**config.mk**
```make
export PLATFORM = sky130hd
export DESIGN_NAME = vdac2_video_tx
export DESIGN_NICKNAME = d
export VERILOG_FILES = /design/src/rtl/vdac2_video_tx.sv
export SDC_FILE = /design/constraint.sdc
export NUM_CORES = 1
export LEC_CHECK = 0
export ABC_AREA = 1
export BUFFER_PORTS_ARGS = -buffer_cell sky130_fd_sc_hd__buf_2
export CAP_MARGIN = 20
export CORE_ASPECT_RATIO = 0.6
export CORE_UTILIZATION = 49
export CTS_CLUSTER_DIAMETER = 100
export DETAILED_ROUTE_END_ITERATION = 16
export GPL_ROUTABILITY_DRIVEN = 0
export PLACE_DENSITY_LB_ADDON = 0.15
export SLEW_MARGIN = 20
export SYNTH_ARGS = -nofsm -noshare
export SYNTH_HDL_FRONTEND = slang
export SYNTH_SLANG_ARGS = --single-unit
```
**constraint.sdc**
```tcl
create_clock -name clk -period 3.1 [get_ports clk]
set_clock_uncertainty 0.05 [all_clocks]
set_input_delay 0.31 -clock clk [delete_from_list [all_inputs] [get_ports clk]]
set_output_delay 0.31 -clock clk [all_outputs]
set_load 0.1 [all_outputs]
```
**src/rtl/vdac2_video_tx.sv**
```systemverilog
`default_nettype none
// ============================================================================
// Module : vdac2_video_tx
// VDAC2 connector transmitter: 8-bit RGB to 5-bit codes plus delayed syncs,
// and turnaround control of the shared r[0] pad for the FT812 interrupt.
// Option : VDAC2_INT_FILTER_EN adds a 3-sample agreement filter on ft_int_n.
// Rev    : 1.0
// ============================================================================
module vdac2_video_tx #(
  parameter int TURN_CYC    = 4,
  parameter int SYNC_STAGES = 2
) (
  input  logic       clk,
  input  logic       rst,
  input  logic [7:0] in_r,
  input  logic [7:0] in_g,
  input  logic [7:0] in_b,
  input  logic       in_blank,
  input  logic       in_hs,
  input  logic       in_vs,
  input  logic       lin_mode,
  input  logic       ft_sel,
  output logic [4:0] o_r,
  output logic       o_r0_oe,
  input  logic       o_r0_i,
  output logic [4:0] o_g,
  output logic [4:0] o_b,
  output logic       o_hs,
  output logic       o_vs,
  output logic       pal_sel,
  output logic       ft_int_n,
  output logic       ft_int_vld
);

`ifdef VDAC2_INT_FILTER_EN
  localparam int VLD_CYC = SYNC_STAGES + 2;
`else
  localparam int VLD_CYC = SYNC_STAGES;
`endif
  localparam logic [3:0] C_TURN = 4'(TURN_CYC);
  localparam logic [2:0] C_VLD  = 3'(VLD_CYC);

  typedef enum logic [1:0] {
    ST_DRIVE      = 2'd0,
    ST_DRV_TO_REL = 2'd1,
    ST_SAMPLE     = 2'd2,
    ST_REL_TO_DRV = 2'd3
  } state_e;

  function automatic logic [4:0] enc(input logic [7:0] x, input logic lin);
    logic [14:0] prod;
    prod = 15'(x) * 15'd97 + 15'd512;
    enc  = lin ? x[7:3] : prod[14:10];
  endfunction

  logic [7:0] r1_q, r1_d, g1_q, g1_d, b1_q, b1_d;
  logic       hs1_q, hs1_d, vs1_q, vs1_d, lin1_q, lin1_d;
  logic [4:0] r_code_q, r_code_d, g_code_q, g_code_d, b_code_q, b_code_d;
  logic       hs2_q, hs2_d, vs2_q, vs2_d, pal_sel_q, pal_sel_d;

  state_e                 state_q, state_d;
  logic [3:0]             cnt_q, cnt_d, cnt_m1;
  logic [2:0]             vcnt_q, vcnt_d;
  logic [SYNC_STAGES-1:0] sync_q, sync_d;
  logic                   sync_out, int_w;

  always_comb begin
    r1_d   = in_blank ? 8'd0 : in_r;
    g1_d   = in_blank ? 8'd0 : in_g;
    b1_d   = in_blank ? 8'd0 : in_b;
    hs1_d  = in_hs;
    vs1_d  = in_vs;
    lin1_d = lin_mode;
    // Palette mode switches with the pixel that carries the vsync rise.
    pal_sel_d = (vs1_q && !vs2_q) ? lin1_q : pal_sel_q;
    r_code_d  = enc(r1_q, pal_sel_d);
    g_code_d  = enc(g1_q, pal_sel_d);
    b_code_d  = enc(b1_q, pal_sel_d);
    hs2_d     = hs1_q;
    vs2_d     = vs1_q;
  end

  assign sync_out = sync_q[SYNC_STAGES-1];

`ifdef VDAC2_INT_FILTER_EN
  logic h1_q, h1_d, h2_q, h2_d, hold_q, hold_d;
  assign int_w = (sync_out == h1_q && h1_q == h2_q) ? sync_out : hold_q;
  always_comb begin
    h1_d   = 1'b1;
    h2_d   = 1'b1;
    hold_d = 1'b1;
    if (state_q == ST_SAMPLE) begin
      h1_d   = sync_out;
      h2_d   = h1_q;
      hold_d = int_w;
    end
  end
`else
  assign int_w = sync_out;
`endif

  always_comb begin
    state_d = state_q;
    cnt_m1  = cnt_q - 4'd1;
    cnt_d   = cnt_m1;
    vcnt_d  = 3'd0;
    sync_d  = '1;
    case (state_q)
      ST_DRIVE: begin
        cnt_d = C_TURN;
        if (ft_sel) state_d = ST_DRV_TO_REL;
      end
      ST_DRV_TO_REL: begin
        if (cnt_m1 == 4'd0) state_d = ST_SAMPLE;
      end
      ST_SAMPLE: begin
        sync_d = {sync_q[SYNC_STAGES-2:0], o_r0_i};
        vcnt_d = (vcnt_q == C_VLD) ? vcnt_q : vcnt_q + 3'd1;
        if (!ft_sel) begin
          state_d = ST_REL_TO_DRV;
          cnt_d   = C_TURN;
        end
      end
      default: begin
        // Destination is decided only once the full idle count has run out.
        if (cnt_m1 == 4'd0) begin
          if (ft_sel) begin
            state_d = ST_DRV_TO_REL;
            cnt_d   = C_TURN;
          end else begin
            state_d = ST_DRIVE;
          end
        end
      end
    endcase
  end

  always_ff @(posedge clk or posedge rst) begin
    if (rst) begin
      r1_q      <= 8'd0;
      g1_q      <= 8'd0;
      b1_q      <= 8'd0;
      hs1_q     <= 1'b0;
      vs1_q     <= 1'b0;
      lin1_q    <= 1'b0;
      r_code_q  <= 5'd0;
      g_code_q  <= 5'd0;
      b_code_q  <= 5'd0;
      hs2_q     <= 1'b0;
      vs2_q     <= 1'b0;
      pal_sel_q <= 1'b0;
      state_q   <= ST_REL_TO_DRV;
      cnt_q     <= C_TURN;
      vcnt_q    <= 3'd0;
      sync_q    <= '1;
`ifdef VDAC2_INT_FILTER_EN
      h1_q      <= 1'b1;
      h2_q      <= 1'b1;
      hold_q    <= 1'b1;
`endif
    end else begin
      r1_q      <= r1_d;
      g1_q      <= g1_d;
      b1_q      <= b1_d;
      hs1_q     <= hs1_d;
      vs1_q     <= vs1_d;
      lin1_q    <= lin1_d;
      r_code_q  <= r_code_d;
      g_code_q  <= g_code_d;
      b_code_q  <= b_code_d;
      hs2_q     <= hs2_d;
      vs2_q     <= vs2_d;
      pal_sel_q <= pal_sel_d;
      state_q   <= state_d;
      cnt_q     <= cnt_d;
      vcnt_q    <= vcnt_d;
      sync_q    <= sync_d;
`ifdef VDAC2_INT_FILTER_EN
      h1_q      <= h1_d;
      h2_q      <= h2_d;
      hold_q    <= hold_d;
`endif
    end
  end

  assign o_r0_oe    = (state_q == ST_DRIVE);
  assign o_r        = {r_code_q[4:1], r_code_q[0] & o_r0_oe};
  assign o_g        = g_code_q;
  assign o_b        = b_code_q;
  assign o_hs       = hs2_q;
  assign o_vs       = vs2_q;
  assign pal_sel    = pal_sel_q;
  assign ft_int_n   = (state_q == ST_SAMPLE) ? int_w : 1'b1;
  assign ft_int_vld = (state_q == ST_SAMPLE) && (vcnt_q == C_VLD);

endmodule
`default_nettype wire

```
Word level (Yosys, flattened, before mapping)
Index checks and enable logic that the tools add are counted.
{"block": "totals", "output_inout_bits": 21, "elab_cells": 60, "regBits": 56, "input_bits": 32}
{"block": "classes", "n_mux": 21, "bitwise": 1, "addsub": 5, "mul": 3, "n_reduce_logical": 7, "n_eq_ne": 7}
{"cell": "15-bit by 10-bit adder with 15-bit output (second input constant)", "count": 3}
{"cell": "8-bit by 7-bit multiplier with 15-bit output (second input constant)", "count": 3}
{"cell": "8-bit two-way mux", "count": 3}
{"cell": "5-bit two-way mux", "count": 3}
{"cell": "4-bit two-way mux", "count": 3}
{"cell": "4-bit case mux with 3 select lines", "count": 1}
{"cell": "2-bit two-way mux", "count": 5}
{"cell": "2-bit != test (second input constant)", "count": 4}
{"cell": "3-bit two-way mux", "count": 2}
{"cell": "2-bit case mux with 3 select lines", "count": 1}
{"cell": "4-bit logical NOT", "count": 1}
{"cell": "4-bit AND reduction", "count": 1}
{"cell": "4-bit by 1-bit subtractor with 4-bit output (second input constant)", "count": 1}
{"cell": "3-bit by 1-bit adder with 3-bit output (second input constant)", "count": 1}
{"cell": "3-bit by 2-bit == test with 1-bit output (second input constant)", "count": 1}
{"cell": "1-bit two-way mux", "count": 3}
{"cell": "3-bit nonzero test", "count": 1}
{"cell": "2-bit by 1-bit == test with 1-bit output (second input constant)", "count": 1}
{"cell": "2-bit == test (second input constant)", "count": 1}
{"cell": "1-bit logical AND", "count": 2}
{"cell": "2-bit logical NOT", "count": 1}
{"cell": "1-bit AND", "count": 1}
{"cell": "1-bit logical NOT", "count": 1}

Depth between registers and ports, before layout
{"block": "depth", "ltp_word": 4, "mapped_depth": 15}

Least setup slack after synthesis
Ideal clock, no wire load.
{"block": "synth_timing", "kind": "register to register", "start": "register g1_q[6]", "end": "register g_code_q[3] (netlist: o_g[3])", "arrival_time_ns": 2.442, "setup_ns": 0.117, "path_slack_ns": 0.490, "path_stages_with_launch": 13, "cell_sequence": "dfrtp_1 -> inv_1 -> ha_1 -> inv_1 -> ha_1 -> ha_1 -> ha_1 -> ha_1 -> a21oi_1 -> a21boi_1 -> nand3_1 -> nand3_1 -> nand2_1"}
{"block": "synth_via", "elab_chain_cells": 3}
{"item": "start: declaration", "line_no": "56", "source": "logic [7:0] r1_q, r1_d, g1_q, g1_d, b1_q, b1_d;"}
{"item": "start signal: assignment", "line_no": "163", "source": "g1_q <= g1_d;"}
{"item": "8-bit by 7-bit multiplier with 15-bit output", "line_no": "52", "source": "prod = 15'(x) * 15'd97 + 15'd512;"}
{"item": "15-bit by 10-bit adder with 15-bit output", "line_no": "52"}
{"item": "5-bit two-way mux *", "line_no": "53", "source": "enc = lin ? x[7:3] : prod[14:10];"}
{"item": "net g_code_d[3]", "line_no": "58", "source": "logic [4:0] r_code_q, r_code_d, g_code_q, g_code_d, b_code_q, b_code_d;"}
{"item": "end signal: assignment", "line_no": "169", "source": "g_code_q <= g_code_d;"}
{"item": "end: declaration", "line_no": "58"}
Mark *: on every way through the listed nets, which the timed path passes. The rest lies on a longest branch.
A chain may end at the register's enable or synchronous reset.

Worst setup path in the final report
Same ends and word-level chain as after synthesis.

==> flow_summary.json <==
{
  "outcome": "complete, no violations",
  "ys_seq_area_share_pct": 31.9,
  "portBuffers": 52,
  "grt_max_degree": 47,
  "core_um2": 8620,
  "hold_viol_final": 0,
  "dpl_cell_area_um2": 4770,
  "slew_headroom_pct": 46.7,
  "end_kind": "register",
  "synth_area_um2": 4420,
  "cts_htree_levels": 2,
  "cts_tree": "built",
  "period_share_pct": 93.2,
  "cp-endpoint": "o_g[3]",
  "drv_slew": 0,
  "worst_r2r_startpoint": "g1_q[6]",
  "crit_slowest_cell": "dfrtp_1",
  "finalSetupTns_ns": 0,
  "rsz0062_at_grt": "false",
  "crit_required_ns": 3.25,
  "post-place-ws_ns": 0.203,
  "cts-root-buf": "clkbuf_16",
  "layout.cells.non_filler": 680,
  "antenna_left": 0,
  "routed_wl_um": 8450,
  "io_pins": 53,
  "via_count": 3279,
  "reg2regPathDepth": 12,
  "ys_types": 30,
  "cp.depth": 12,
  "numCtsBuffers": 5,
  "cp-startpoint": "g1_q[6]",
  "die_w_um": 125,
  "p_sw_share_pct": 41.9,
  "leakagePower_nw": 3.09,
  "start_kind": "register",
  "max_freq_ghz": 0.346,
  "grt_pass1_wl_um": 14100,
  "diodes": 0,
  "setup_viol": 0,
  "stdcell_area_um2": 4950,
  "num-fill-cells": 797,
  "critPathArrivalTime_ns": 3.04,
  "drive_gt1_share_pct": 15.1,
  "crit_fanout": 5,
  "power_frac_seq_pct": 33.5,
  "route.detailed.wl_per_inst_um": 12.4,
  "grt_use_total_pct": 19.3,
  "ys_seq_elements": 56,
  "fin_crit_ns": 2.89,
  "p_sw_w": 0.00115,
  "p_per_area_nw_per_um2": 553,
  "p_int_w": 0.00159,
  "reg2reg_to": "o_g[3]",
  "timing.final.ws_setup_ns": 0.211,
  "cts_setup_buffers": 0,
  "hold_class": "in2reg",
  "netlist_instances": 515,
  "crit_type": "reg2reg",
  "cts_buffer_depth": 2,
  "grt_pass1_vias": 3057,
  "antenna_found_initial": 0,
  "vias_per_cell": 4.82,
  "area_growth_pct": 12.0,
  "drtIter0Drc": 159,
  "finalNetCount": 711,
  "overflow": 0,
  "cp_common_cell": "ha_1",
  "crit_family": "adder cells",
  "dpl.hpwl_um": 6830,
  "worst-slew-pin-transition_ns": 0.798,
  "final_util_pct": 57.4,
  "max_stage_delay_ns": 0.45,
  "placed_cells": 672,
  "clk_latency_ns": 0.30,
  "drcViolationCount": 0,
  "chipHeight_um": 75.5,
  "start_util_pct": 51.2,
  "path_clk_slew_ns": 0.07,
  "r2r_setup_slack_ns": 0.21,
  "peakVddDrop_mv": 0.249,
  "rows": 26,
  "pwr-share-clk_pct": 24.6,
  "cp_num_buf_inv": 2,
  "firstDrtPassIters": 4,
  "syn_nets": 659,
  "p_comb_share_pct": 41.8,
  "cap_violations": 0,
  "dieArea_um2": 9410,
  "path_cells": "inv_1 -> ha_1 -> inv_1 -> ha_1 -> ha_1 -> ha_1 -> ha_1 -> a21oi_1 -> a21boi_1 -> nand3_1 -> nand3_1 -> nand2_1",
  "syn_area_per_cell_um2": 8.58,
  "yosys_warnings": 0,
  "clock_sinks": 56
}
-- logic make-up after synthesis --
logic type | after synthesis | synth area share, %
fa+ha+maj | 112 | 31.7
buf+inv | 105 | 9.52
simple gates | 188 | 17.9
flops | 56 | 31.9
xor+xnor | 17 | 3.54
compound gates | 37 | 5.44
-- routing by layer --
metal	vias up	track usage, %	wire (µm)
met5	-	2.45	0
met4	0	5.22	79
met3	6	3.93	317
met2	53	30.3	3600
met1	1487	27.1	4450
li1	1733	-	-
-- Yosys cell counts (all sizes together) --
cell type	instances	area share, %
o31ai	1	0.17
nor2	41	3.5
nand4	1	0.14
buf	6	1.1
o211ai	1	0.17
o21a	3	0.51
dfrtp	51	29
o21ai	11	1.2
nand3	37	4.2
nand2	105	9.5
ha	112	32
xor2	8	1.8
inv	97	8.2
o21bai	3	0.51
clkbuf	2	0.17
a21oi	13	1.7
xnor2	9	1.8
a21o	1	0.17
dfstp	5	3.0
a21boi	4	0.93
or2	3	0.42
nand3b	1	0.17
-- what timing repair did --
action,4_1_cts,5_1_grt
hold buffers,0,0
resized for setup,0,1
endpoints found under the setup margin,0,1
-- registers in the layout, indices dropped and copies added (netlist names) --
name,flops
b1_q,8
cnt_q,4
g1_q,8
hs1_q,1
lin1_q,1
o_b,5
o_g,5
o_hs,1
o_vs,1
pal_sel,1
r1_q,8
r_code_q,5
state_q,2
sync_q,2
vcnt_q,3
vs1_q,1
-- power by group through the flow --
stage | Sequential [W] | Combinational (W) | Clock, W
2_1_floorplan | 0.00108 | 0.000771 | 0
3_3_place_gp | 0.000927 | 0.00111 | 0
3_5_place_dp | 0.000933 | 0.00114 | 0
4_1_cts | 0.000919 | 0.00115 | 0.000692
5_1_grt | 0.000930 | 0.00126 | 0.000721
6_report | 0.000918 | 0.00115 | 0.000675
-- worst min path at each step --
stage | startpoint | end | slack (ns) | cells after the start
6_report | lin_mode | lin1_q | 0.07 | 1
5_1_grt | in_hs | hs1_q | 0.06 | 1
4_1_cts | in_hs | hs1_q | 0.07 | 1
3_5_place_dp | hs1_q | o_hs | 0.29 | 0
3_3_place_gp | hs1_q | o_hs | 0.29 | 0
2_1_floorplan | hs1_q | o_hs | 0.28 | 0
-- metrics by stage --
| step | power [W] | hold slack, ns |
|---|---|---|
| finish | 0.00274 | 0.0694 |
| global route | 0.00292 | 0.0638 |
| CTS | 0.00276 | 0.0673 |
| detailed placement | 0.00208 | 0.292 |
| global placement | 0.00204 | 0.293 |
| floorplan | 0.00185 | 0.281 |
-- final cells by class --
class / count / area [µm²] / share of cell area (%)
Tap cell: 112 / 140 / 2.83
Clock buffer: 6 / 139 / 2.81
Multi-Input combinational cell: 354 / 2590 / 52.3
Sequential cell: 56 / 1410 / 28.5
Clock inverter: 2 / 38.8 / 0.784
Inverter: 97 / 365 / 7.38
Timing Repair Buffer: 53 / 268 / 5.41
-- cells in the final DEF (no fill, tap or decap), types with 4 or more instances in the layout --
master,Yosys,final
dfstp_2,5,5
inv_1,95,94
clkbuf_16,0,5
a21oi_1,10,10
xnor2_1,9,9
buf_2,0,52
ha_1,112,112
nand2_1,97,97
nand3_1,37,37
dfrtp_1,51,50
o21ai_0,7,7
nor2_1,41,41
xor2_1,7,7
o21ai_1,4,4
nand2_2,7,7
(Power assumes the default switching activity.)
